### src/rtl/uart_tx_frame_serializer.sv
// UART transmit serializer: one clk cycle per bit period.
// Frame: start (0), DATA_WIDTH data bits LSB first, optional parity, stop (1).
// All outputs are registered; the line idles high.
//
// Handshake: data_valid acts as "valid" and (state == IDLE) acts as the implied
// "ready". A transfer happens only at a rising edge where both are true. Requests
// made while busy is high are dropped, not queued, so the sender must hold
// data_valid until it sees busy go high.
module uart_tx_frame_serializer #(
  parameter int DATA_WIDTH = 8
) (
  input  logic                  clk,
  input  logic                  rst,
  input  logic [DATA_WIDTH-1:0] p_data,
  input  logic                  data_valid,
  input  logic                  par_en,
  input  logic                  par_typ,
  output logic                  tx_out,
  output logic                  busy,
  output logic [2:0]            state_dbg
);

  localparam int CW = (DATA_WIDTH > 1) ? $clog2(DATA_WIDTH) : 1;
  localparam logic [CW-1:0] LAST_BIT = CW'(DATA_WIDTH - 1);

  localparam logic [2:0] IDLE   = 3'd0;
  localparam logic [2:0] START  = 3'd1;
  localparam logic [2:0] DATA   = 3'd2;
  localparam logic [2:0] PARITY = 3'd3;
  localparam logic [2:0] STOP   = 3'd4;

  logic [2:0]            state;
  logic [CW-1:0]         cnt;
  logic [CW-1:0]         cnt_nxt;
  logic [DATA_WIDTH-1:0] data_q;
  logic                  par_en_q;
  logic                  par_bit_q;

  assign cnt_nxt   = cnt + CW'(1);
  assign state_dbg = state;

  // Frame sequencer: outputs are loaded with the value for the state being entered.
  always_ff @(posedge clk) begin
    if (!rst) begin
      state     <= IDLE;
      cnt       <= '0;
      data_q    <= '0;
      par_en_q  <= 1'b0;
      par_bit_q <= 1'b0;
      tx_out    <= 1'b1;
      busy      <= 1'b0;
    end else begin
      case (state)
        IDLE: begin
          tx_out <= 1'b1;
          busy   <= 1'b0;
          if (data_valid) begin
            // Latch everything so later input changes cannot disturb the frame.
            data_q    <= p_data;
            par_en_q  <= par_en;
            par_bit_q <= (^p_data) ^ par_typ;
            state     <= START;
            tx_out    <= 1'b0;
            busy      <= 1'b1;
          end
        end
        START: begin
          state  <= DATA;
          cnt    <= '0;
          tx_out <= data_q[0];
          busy   <= 1'b1;
        end
        DATA: begin
          busy <= 1'b1;
          if (cnt == LAST_BIT) begin
            cnt <= '0;
            if (par_en_q) begin
              state  <= PARITY;
              tx_out <= par_bit_q;
            end else begin
              state  <= STOP;
              tx_out <= 1'b1;
            end
          end else begin
            cnt    <= cnt_nxt;
            tx_out <= data_q[cnt_nxt];
          end
        end
        PARITY: begin
          state  <= STOP;
          tx_out <= 1'b1;
          busy   <= 1'b1;
        end
        STOP: begin
          // Always pass through one IDLE cycle before the next start bit.
          state  <= IDLE;
          tx_out <= 1'b1;
          busy   <= 1'b0;
        end
        default: begin
          state  <= IDLE;
          cnt    <= '0;
          tx_out <= 1'b1;
          busy   <= 1'b0;
        end
      endcase
    end
  end

endmodule

### config.mk
export PLATFORM = sky130hd
export DESIGN_NAME = uart_tx_frame_serializer
export DESIGN_NICKNAME = d
export VERILOG_FILES = /design/src/rtl/uart_tx_frame_serializer.sv
export SDC_FILE = /design/constraint.sdc
export NUM_CORES = 1
export LEC_CHECK = 0
export ABC_AREA = 1
export BUFFER_PORTS_ARGS = -buffer_cell sky130_fd_sc_hd__buf_2
export CORE_UTILIZATION = 48
export CTS_CLUSTER_DIAMETER = 30
export DETAILED_ROUTE_END_ITERATION = 8
export HOLD_SLACK_MARGIN = 0.15
export PLACE_DENSITY = 0.76
export SYNTH_ARGS = -nofsm -noshare
export SYNTH_HDL_FRONTEND = slang
export SYNTH_SLANG_ARGS = --single-unit
### constraint.sdc
create_clock -name clk -period 1.25 [get_ports clk]
set_input_delay 0.25 -clock clk [delete_from_list [all_inputs] [get_ports clk]]
set_output_delay 0.25 -clock clk [all_outputs]
set_load 0.005 [all_outputs]
Yosys cells after proc, flatten, opt, wreduce, memory -nomap -nowiden
Index checks and enable logic that the tools add are counted.
- order comparisons: 1
- bitwise logic cells: 1
- add/subtract/negate cells: 1
- div/mod/pow operators: 0
- muxes and demuxes: 14
- reductions and logical operators: 6
- shifts and indexed selects: 0
- eq/ne operators: 7
- multipliers: 0
- operators by type and width (cell ; number):
    $mux W3 ; 4
    $pmux W3 S4 ; 1
    $reduce_xor A8 Y1 ; 1
    $eq A3 B2 Y1 const B ; 2
    $eq A3 B3 Y1 const B ; 2
    $pmux W3 S2 ; 1
    $reduce_or A3 Y1 ; 2
    $mux W1 ; 5
    $lt A3 B4 Y1 const B ; 1
    $ne A2 B2 Y1 const B ; 2
    $reduce_and A2 Y1 ; 2
    $add A3 B1 Y3 const B ; 1
    $bmux W1 S3 ; 1
    $eq A3 B1 Y1 const B ; 1
    $logic_not A3 Y1 ; 1
    $pmux W1 S3 ; 1
    $pmux W1 S2 ; 1
    $xor A1 B1 Y1 ; 1
- RAM bits: 0
- output and inout bits: 5
- bits in latches: 0
- ROM bits: 0
- flip-flop bits (word level): 18
- input bits: 13
- memories: 0

Longest topological paths before layout
Gate-level depths: netlist (run 1).
- depth in word-level cells: 5
- gate-level depth with buffers: 10

Worst setup path before layout (run 1)
Ideal clock, no wire load.
- path type: reg2reg
- start point: reg cnt[0]
- end point: reg tx_out
- setup slack: 0.045 ns
- stages on the path, launching flop included: 8
- required time: 1.192 ns
- library setup time: 0.058 ns
- data arrival time: 1.147 ns
- path through: dfxtp_1 > ha_1 > ha_1 > a21oi_1 > nand2_1 > nand3_1 > nand2_1 > nand2_1
- longest elaborated chain between the ends: 5
- elaborated cells on any way between the ends: 6
- those cells by class: 1 x add/sub; 1 x eq/ne; 4 x mux
- RTL lines (item ; line ; RTL):
    start, declared ; 33 ; logic [CW-1:0] cnt;
    start signal, assigned ; 85 ; cnt <= cnt_nxt;
    $add A3 B1 Y3 ; 39 ; assign cnt_nxt = cnt + CW'(1);
    $bmux W1 S3 ; 86 ; tx_out <= data_q[cnt_nxt];
    $mux W1 (implied by the code) ; 86 ;
    $mux W1 * ; 75 ; if (cnt == LAST_BIT) begin
    $pmux W1 S3 * ; 53 ; case (state)
    end signal, assigned ; 70 ; tx_out <= data_q[0];
    end signal, assigned ; 79 ; tx_out <= par_bit_q;
    end signal, assigned ; 86 ;
    end, declared ; 18 ; output logic tx_out,
Mark *: on every way between the ends. The rest lies on a longest branch, timed or not. The select of a mux whose other input is x is not followed.
A chain may end at the register's enable or synchronous reset.

Final worst setup path (run 1)
- start point: reg cnt[1]
- end point: reg tx_out
Same word-level chain as after synthesis.

==> metrics.cfg, run 1 <==
[run_status]
outcome=finished, final reports clean

[min_path]
whs_path_depth=3
hold_path.startpoint=p_data[5]
hold_path.class=in -> reg
hold_end=data_q[5]

[floorplanning]
fp-row-count=16
die_h_um=47.3
boundaryPins=18
fp.coreArea_mm2=0.00194
initial_utilization_pct=50.6
die_x_um=47.3
die_area_mm2=0.00223

[timing]
setup_violations=0
final-hold-violation-count=0
relSlewSlack_pct=81.5
period_needed_ns=1.20
finClkSkew_ns=0.00924
fin_crit_sh_pct=96.0
tightestPinTransition_ns=0.276
max_freq_ghz=0.833
finalMaxSlewViolations=0

[logic_synthesis]
ys_ff_latch=18
netlist_instances=143
seq_area_frac_synth_pct=36.6
synth.cell_area_um2=983
postSynthAreaPerCell_um2=6.88
synth_largest_area_cell=dfxtp_1
yosysTopAreaCellShare_pct=36.6
syn_nets=158
netlist-cell-type-count=21
synth.area.top_cells=dfxtp_1 37%, nand2_1 14%, inv_1 6.9%
yosysWarnings=0

[cells_and_area]
nNetsFinal=179
area_growth_pct=15.3
fin_util_pct=58.4
fillers=194
fin_cells=189
antenna_cells=0
fin_area_mm2=0.00113
drive_above_1_share_pct=27.8

[global_route]
grt_pass1_wl_um=3040
grt_pass1_vias=738
grt_start_max_net_pins=13
grtUsageTotal_pct=19.3
grt_remaining_overflow=0
antenna_found_initial=0

[route]
drt-pass1-iter-count=4
route.detailed.drc=0
ant_nets=0
totalWireLength_um=1920
drt_iter0_markers=25
wl_per_cell_um=10.2
detail_route.vias_per_cell=4.86
vias=918

[place]
port_buffers=17
dp_hpwl_um=1480
post-place-cells=186
placed_area_mm2=0.00108
gp_congestion=0.881

[clock_network]
clk_path_buf_depth=2
cts_hold_buf=0
cts-root-buf=clkbuf_4
clk_pin_slew_ns=0.11
cts_sinks=18
clk-insertion-delay-late_ns=0.29
cts.htree.levels=1
cts_tree=done
numCtsBuffers=3
cts_setup_buffers=0

[run]
cap_viol_max_count=0

[power_and_ir_drop]
ir_worst_vdd_uv=977
power_density_mw_per_mm2=1870
power_mw=2.12
p_leak_nw=0.557

[critical_path]
worstReg2RegEnd=tx_out
slowest_delay_ns=0.34
cp_slowest_cell=dfxtp_1
cp.required_ns=1.45
worstReg2RegStart=cnt[1]
critPathLaunchType=flop
r2r_slack_ns=0.05
worstSetupPathType=reg -> reg
end_kind=flop
cp_cell_sequence=ha_4 > inv_1 > o21ai_1 > o22ai_1 > nand2_1 > nand3_1 > nand2_1 > nand2_1
r2r_cells=8
path_common_cell=nand2_1
cp_max_fo=4
arrival_ns=1.40
cp_top_family=flip-flops
path_buf_inv=1

registers in the layout (all words and copies together) (netlist names):
register and flops:
busy 1, state_dbg 3, par_bit_q 1, cnt 3
par_en_q 1, tx_out 1, data_q 8
worst max-delay path by stage:
stage,from,end,cells past startpoint
finish,cnt[1],tx_out,8
global route,cnt[0],tx_out,7
CTS,cnt[0],tx_out,8
detailed placement,cnt[0],tx_out,8
global placement,cnt[0],tx_out,7
floorplan,cnt[0],tx_out,7
cell type report:
type | count | area [um^2] | area share, %
Multi-Input combinational cell | 99 | 526 | 46.4
Sequential cell | 18 | 362 | 31.9
Tap cell | 27 | 33.8 | 2.98
Clock buffer | 3 | 22.5 | 1.99
Timing Repair Buffer | 18 | 92.6 | 8.17
Inverter | 24 | 97.6 | 8.61
worst register-to-register path: cells and delay by family, from the launching register on:
family                   cells  cell delay [ns]
flip-flops                   1             0.34
AND/OR/NAND/NOR              4             0.22
AO/OA/AOI/OAI                2             0.20
buffers and inverters        1             0.06
adder cells (fa/ha/maj)      1             0.28
cells by family after synthesis:
group,after synthesis,synth area share (%)
AO/OA/AOI/OAI,35,21.0
XOR/XNOR,1,0.891
flip-flops,18,36.6
buffers and inverters,26,12.0
AND/OR/NAND/NOR,61,27.0
adder cells (fa/ha/maj),2,2.54
cells in the final DEF (no fill, tap or decap), drive strengths merged:
cell type   n
nor2       10
clkbuf      3
nand2      42
xor2        1
nand3       5
o21ai      16
ha          2
a21oi      18
buf        18
inv        24
dfxtp      18
o22ai       1
nor3        4
per-layer routing:
layer	share of wire [%]	vias up	GRT usage [%]
met2	48	27	31.2
met5	0	-	0
met4	1.5	0	7.43
met1	47	395	25.8
li1	-	492	-
met3	3.6	4	2.69
cell usage after synthesis (all sizes together):
cell,number
nand2,42
inv,24
a21oi,18
dfxtp,18
o21ai,16
nor2,10
nand3,5
nor3,4
buf,2
ha,2
o22ai,1
xor2,1
repair_timing:
item / in CTS / in global routing
endpoints found under the setup margin: 0 / 3
endpoints found under the hold margin: 0 / 0
resized for setup: 0 / 6
where the power goes:
part | leakage [nW] | internal [mW] | total (mW) | switching [mW]
combinational | 0.395 | 0.366 | 0.985 | 0.619
clock | 0.0138 | 0.112 | 0.288 | 0.176
sequential | 0.149 | 0.737 | 0.850 | 0.112
total | 0.557 | 1.21 | 2.12 | 0.908
through the flow:
stage / setup WS [ns] / TNS, ns / hold WS [ns]
3_3_place_gp: 0.0743 / 0 / 0.460
6_report: 0.0502 / 0 / 0.221
4_1_cts: 0.00780 / 0 / 0.226
3_5_place_dp: 0.0152 / 0 / 0.466
5_1_grt: -0.0130 / -0.0130 / 0.226
2_1_floorplan: 0.0451 / 0 / 0.382
Power figures use the tool's default switching activity.
==> run 2: changes to the inputs <==
--- a/config.mk
+++ b/config.mk
@@ -12,6 +12,7 @@
 export DETAILED_ROUTE_END_ITERATION = 8
 export HOLD_SLACK_MARGIN = 0.15
 export PLACE_DENSITY = 0.76
+export REMOVE_ABC_BUFFERS = 1
 export SYNTH_ARGS = -nofsm -noshare
 export SYNTH_HDL_FRONTEND = slang
 export SYNTH_SLANG_ARGS = --single-unit
==> metrics.cfg, run 2 (same netlist as run 1, synthesis figures left out) <==
[run_status]
outcome=finished, final reports clean

[run]
cap_viol_max_count=0  ; unchanged

[clock_network]
clk-insertion-delay-late_ns=0.28  ; about the same
numCtsBuffers=3  ; unchanged
cts_sinks=18  ; unchanged
clk_pin_slew_ns=0.10  ; about the same
cts_tree=done
clk_path_buf_depth=2  ; unchanged
cts_hold_buf=0  ; unchanged
cts-root-buf=clkbuf_4
cts.htree.levels=1  ; unchanged

[global_route]
antenna_found_initial=0  ; unchanged
grt_remaining_overflow=0  ; unchanged
grt_pass1_vias=764  ; +3.5%
grtUsageTotal_pct=19.3  ; about the same
met1_usage_pct=22.0  ; -3.8 points
use_met2_pct=34.5  ; +3.3 points
grt_pass1_wl_um=2990  ; -1.6%
busiest_layer=met2
met3_usage_pct=2.31  ; -0.38 points
grt_start_max_net_pins=13  ; unchanged

[route]
detail_route.vias_per_cell=4.93  ; +1.4%
drt_iter0_markers=11  ; -56%
wl_per_cell_um=10.5  ; +3.2%
vias=936  ; +2.0%
ant_nets=0  ; unchanged
drt-pass1-iter-count=4  ; unchanged
totalWireLength_um=1990  ; +3.7%
route.detailed.drc=0  ; unchanged

[power_and_ir_drop]
sw_frac_of_total_pct=41.1  ; -1.6 points
p_leak_nw=0.563  ; +1.1%
internal_power_mw=1.29  ; +6.5%
power_density_mw_per_mm2=1880  ; +0.42%
ir_worst_vdd_uv=914  ; -6.5%
pwr-share-comb_pct=45.4  ; -1.0 points
pwr-share-clk_pct=15.7  ; +2.1 points
p_seq_share_pct=38.9  ; -1.1 points
netSwitchingPower_mw=0.904  ; -0.46%

[critical_path]
slowest_delay_ns=0.35  ; about the same
cp.required_ns=1.43  ; -0.02 ns
cp_max_fo=4  ; unchanged
arrival_ns=1.36  ; -0.04 ns
critPathLaunchType=flop
path_buf_inv=1  ; unchanged
cp_slowest_cell=dfxtp_2
cp_cell_sequence=ha_4 > inv_2 > a21oi_2 > a21oi_2 > nand2_1 > nand3_1 > nand2_1 > nand2_1
end_kind=flop
worstSetupPathType=reg -> reg
path_common_cell=nand2_1
cp_top_family=flip-flops

[floorplanning]
fp.coreArea_mm2=0.00194  ; unchanged
die_x_um=47.3  ; unchanged
fp-row-count=16  ; unchanged
die_h_um=47.3  ; unchanged
boundaryPins=18  ; unchanged
initial_utilization_pct=50.6  ; unchanged
die_area_mm2=0.00223  ; unchanged

[timing]
fin_crit_sh_pct=94.3  ; -1.7 points
setup_violations=0  ; unchanged
rsz0062_at_grt=yes
period_needed_ns=1.18  ; -0.0216 ns
fin_setup_tns_ns=0  ; unchanged
finClkSkew_ns=0.00296  ; -0.00628 ns
final-hold-violation-count=0  ; unchanged
max_freq_ghz=0.849  ; +1.8%
finalMaxSlewViolations=0  ; unchanged
tightestPinTransition_ns=0.282  ; +0.00632 ns
relSlewSlack_pct=81.2  ; -0.32 points

[min_path]
hold_path.class=in -> reg

[place]
gp_congestion=0.930  ; +5.5%
port_buffers=17  ; unchanged
dp_hpwl_um=1530  ; +3.2%
post-place-cells=186  ; unchanged

[cells_and_area]
drive_above_1_share_pct=31.3  ; +3.5 points
final_cell_mix=37 x nand2_1, 17 x inv_1, 17 x buf_2
layout_commonest_cell=nand2_1
fin_cells=190  ; +0.53%
fillers=209  ; +7.7%
antenna_cells=0  ; unchanged
largest_register_ffs=8  ; unchanged
nNetsFinal=179  ; unchanged
top_register=data_q
area_growth_pct=18.8

-- run 2: cell count changes in the layout (fill, tap and decap cells not counted), sizes merged --
cell / before / now
inv: 24 / 23
clkbuf: 3 / 4
clkinv: 0 / 1
-- run 2: metal layers --
layer | share of wire, % | routed length, um | vias to the layer above
li1 | - | - | 501
met1 | 47 | 944 | 415
met2 | 49 | 972 | 18
met3 | 2.4 | 48 | 2
met4 | 1.3 | 26 | 0
met5 | 0 | 0 | -
-- run 2: worst reg2reg max path: stages, from the launching register on --
cell     delay (ns)
dfxtp_2        0.35
ha_4           0.28
inv_2          0.04
a21oi_2        0.12
a21oi_2        0.07
nand2_1        0.05
nand3_1        0.06
nand2_1        0.06
nand2_1        0.04
-- run 2: timing repair --
action	CTS	global route
buffers inserted	0	0
pin swaps	1	5
gates resized for setup	1	11
endpoints found under the setup margin	1	4
-- run 2: worst paths after layout --
path	end	slack, ns	cells past startpoint	start
max	tx_out	0.07	8	cnt[1]
min	data_q[5]	0.22	3	p_data[5]
max reg2reg	tx_out	0.07	8	cnt[1]
min reg2reg	data_q[1]	0.48	2	data_q[1]
-- run 2: power groups by stage --
| stage | clock (mW) | combinational (mW) | sequential [mW] |
|---|---|---|---|
| after global routing | 0.386 | 1.12 | 0.876 |
| after global placement | 0 | 0.909 | 0.845 |
| final | 0.345 | 0.998 | 0.855 |
| after floorplan | 0 | 0.690 | 0.849 |
| after CTS | 0.356 | 0.948 | 0.841 |
| after detailed placement | 0 | 0.938 | 0.853 |
-- run 2: layout make-up --
class	instances	area, um^2	share of cell area [%]
clock buffers	4	36.3	3.10
repair buffers	18	92.6	7.92
flip-flops and latches	18	365	31.3
multi-input cells	99	538	46.0
well taps	27	33.8	2.89
inverters	24	103	8.78
-- run 2: stage by stage --
stage                     total power [mW]  util (%)  setup slack, ns  hold slack, ns  area [um^2]
after floorplan                       1.54         -           0.0451           0.367          958
after global placement                1.75      55.9           0.0743           0.461         1080
after detailed placement              1.79      55.9           0.0107           0.464         1080
after CTS                             2.14      57.9           0.0142           0.210         1120
after global routing                  2.39      60.2          -0.0115           0.210         1170
final                                 2.20      60.2           0.0718           0.221         1170
==> run 3: changes to the inputs <==
--- a/config.mk
+++ b/config.mk
@@ -12,6 +12,7 @@
 export DETAILED_ROUTE_END_ITERATION = 8
 export HOLD_SLACK_MARGIN = 0.15
 export PLACE_DENSITY = 0.76
+export RECOVER_POWER = 100
 export REMOVE_ABC_BUFFERS = 1
 export SYNTH_ARGS = -nofsm -noshare
 export SYNTH_HDL_FRONTEND = slang
==> metrics.cfg, run 3 (same netlist as run 1, synthesis figures left out) <==
[run_status]
outcome=finished, final reports clean

[clock_network]
cts_sinks=18  ; unchanged
cts.htree.levels=1  ; unchanged
cts-root-buf=clkbuf_4
cts_tree=done
numCtsBuffers=3  ; unchanged
cts_hold_buf=0  ; unchanged
cts_setup_buffers=0  ; unchanged
clk_pin_slew_ns=0.10  ; about the same
clk_path_buf_depth=2  ; unchanged
clk-insertion-delay-late_ns=0.28  ; about the same

[place]
port_buffers=17  ; unchanged
post-place-cells=186  ; unchanged
gp_congestion=0.930  ; unchanged
dp_hpwl_um=1530  ; unchanged

[critical_path]
path_buf_inv=1  ; unchanged
critPathLaunchType=flop
cp_top_family=flip-flops
cp_max_fo=4  ; unchanged
cp_cell_sequence=ha_4 > inv_2 > a21oi_2 > a21oi_2 > nand2_1 > nand3_1 > nand2_1 > nand2_1
slowest_delay_ns=0.35  ; about the same
worstReg2RegStart=cnt[1]
worstReg2RegEnd=tx_out
arrival_ns=1.36  ; about the same
path_common_cell=nand2_1
cp.required_ns=1.43  ; about the same
cp_slowest_cell=dfxtp_2
r2r_cells=8  ; unchanged
r2r_slack_ns=0.07  ; about the same
worstSetupPathType=reg -> reg
end_kind=flop

[route]
route.detailed.drc=0  ; unchanged
wl_per_cell_um=10.5  ; -0.15%
detail_route.vias_per_cell=4.89  ; -0.64%
drt-pass1-iter-count=4  ; unchanged
ant_nets=0  ; unchanged
drt_iter0_markers=10  ; -1
totalWireLength_um=1990  ; -0.15%
vias=930  ; -0.64%

[floorplanning]
die_area_mm2=0.00223  ; unchanged
boundaryPins=18  ; unchanged
die_x_um=47.3  ; unchanged
fp-row-count=16  ; unchanged
fp.coreArea_mm2=0.00194  ; unchanged
die_h_um=47.3  ; unchanged
initial_utilization_pct=50.6  ; unchanged

[power_and_ir_drop]
p_leak_nw=0.563  ; -0.15%
ir_worst_vdd_uv=914  ; about the same
power_density_mw_per_mm2=1880  ; -0.23%
power_mw=2.19  ; -0.44%

[cells_and_area]
drive_above_1_share_pct=28.8  ; -2.5 points
final_cell_mix=37 x nand2_1, 19 x inv_1, 15 x buf_2
layout_commonest_cell=nand2_1
top_register=data_q
fin_cells=190  ; unchanged
nNetsFinal=179  ; unchanged
largest_register_ffs=8  ; unchanged
area_growth_pct=18.6
fin_util_pct=60.1  ; -0.13 points
antenna_cells=0  ; unchanged
fillers=209  ; unchanged

[min_path]
hold_end=data_q[5]
hold_path.class=in -> reg
whs_path_depth=3  ; unchanged
hold_path.startpoint=p_data[5]

[timing]
setup_violations=0  ; unchanged
finClkSkew_ns=0.00294  ; -0.0000214 ns
fin_crit_sh_pct=94.4  ; +0.11 points
finalMaxSlewViolations=0  ; unchanged
max_freq_ghz=0.848  ; -0.12%
period_needed_ns=1.18  ; +0.00144 ns
final-hold-violation-count=0  ; unchanged
tightestPinTransition_ns=0.282  ; -0.000321 ns
relSlewSlack_pct=81.2  ; about the same
rsz0062_at_grt=yes

[global_route]
grtUsageTotal_pct=19.3  ; unchanged
busiest_layer=met2
antenna_found_initial=0  ; unchanged
use_met2_pct=34.5  ; unchanged
grt_remaining_overflow=0  ; unchanged
met1_usage_pct=22.0  ; unchanged
grt_pass1_wl_um=2990  ; unchanged
grt_start_max_net_pins=13  ; unchanged
grt_pass1_vias=764  ; unchanged
met3_usage_pct=2.31  ; unchanged

[run]
cap_viol_max_count=0  ; unchanged

run 3: through the flow:
step | hold WS [ns] | TNS (ns) | instance area [um^2] | setup slack [ns]
5_1_grt | 0.210 | -0.0205 | 1170 | -0.0115
3_3_place_gp | 0.461 | 0 | 1080 | 0.0743
4_1_cts | 0.210 | 0 | 1120 | 0.0142
3_5_place_dp | 0.464 | 0 | 1080 | 0.0107
2_1_floorplan | 0.367 | 0 | 958 | 0.0451
6_report | 0.221 | 0 | 1170 | 0.0704
run 3: how the worst max path moves through the flow:
stage / end / slack [ns] / from / depth (start not counted)
floorplan: tx_out / 0.05 / cnt[0] / 7
global placement: tx_out / 0.07 / cnt[0] / 7
detailed placement: tx_out / 0.01 / cnt[0] / 8
CTS: tx_out / 0.01 / cnt[1] / 7
global route: tx_out / -0.01 / cnt[1] / 8
finish: tx_out / 0.07 / cnt[1] / 8
run 3: repair_timing:
item                                    in CTS  in global routing
pin swaps                                    1                  5
gates cloned                                 0                  0
gates resized for setup                      1                 11
endpoints found under the setup margin       1                  4
run 3: where the power goes:
| group | switching [mW] | leakage, nW | internal [mW] |
|---|---|---|---|
| registers | 0.111 | 0.150 | 0.745 |
| logic | 0.623 | 0.392 | 0.365 |
| clock network | 0.167 | 0.0210 | 0.177 |
| total | 0.901 | 0.563 | 1.29 |
run 3: final cells by class:
cell class | count | area [um^2] | area share (%)
inverter | 24 | 103 | 8.80
sequential | 18 | 365 | 31.3
multi-input combinational | 99 | 538 | 46.1
tap | 27 | 33.8 | 2.90
clock buffer | 4 | 36.3 | 3.11
timing repair buffer | 18 | 90.1 | 7.73
run 3: tightest hold or removal path, cell delays in order:
cell and delay [ns]:
buf_2 0.11, nand2_2 0.06, a21oi_2 0.04
run 3: layer usage:
metal | wire length (um) | vias to the layer above
li1 | - | 501
met1 | 942 | 411
met2 | 971 | 16
met3 | 48 | 2
met4 | 26 | 0
met5 | 0 | -
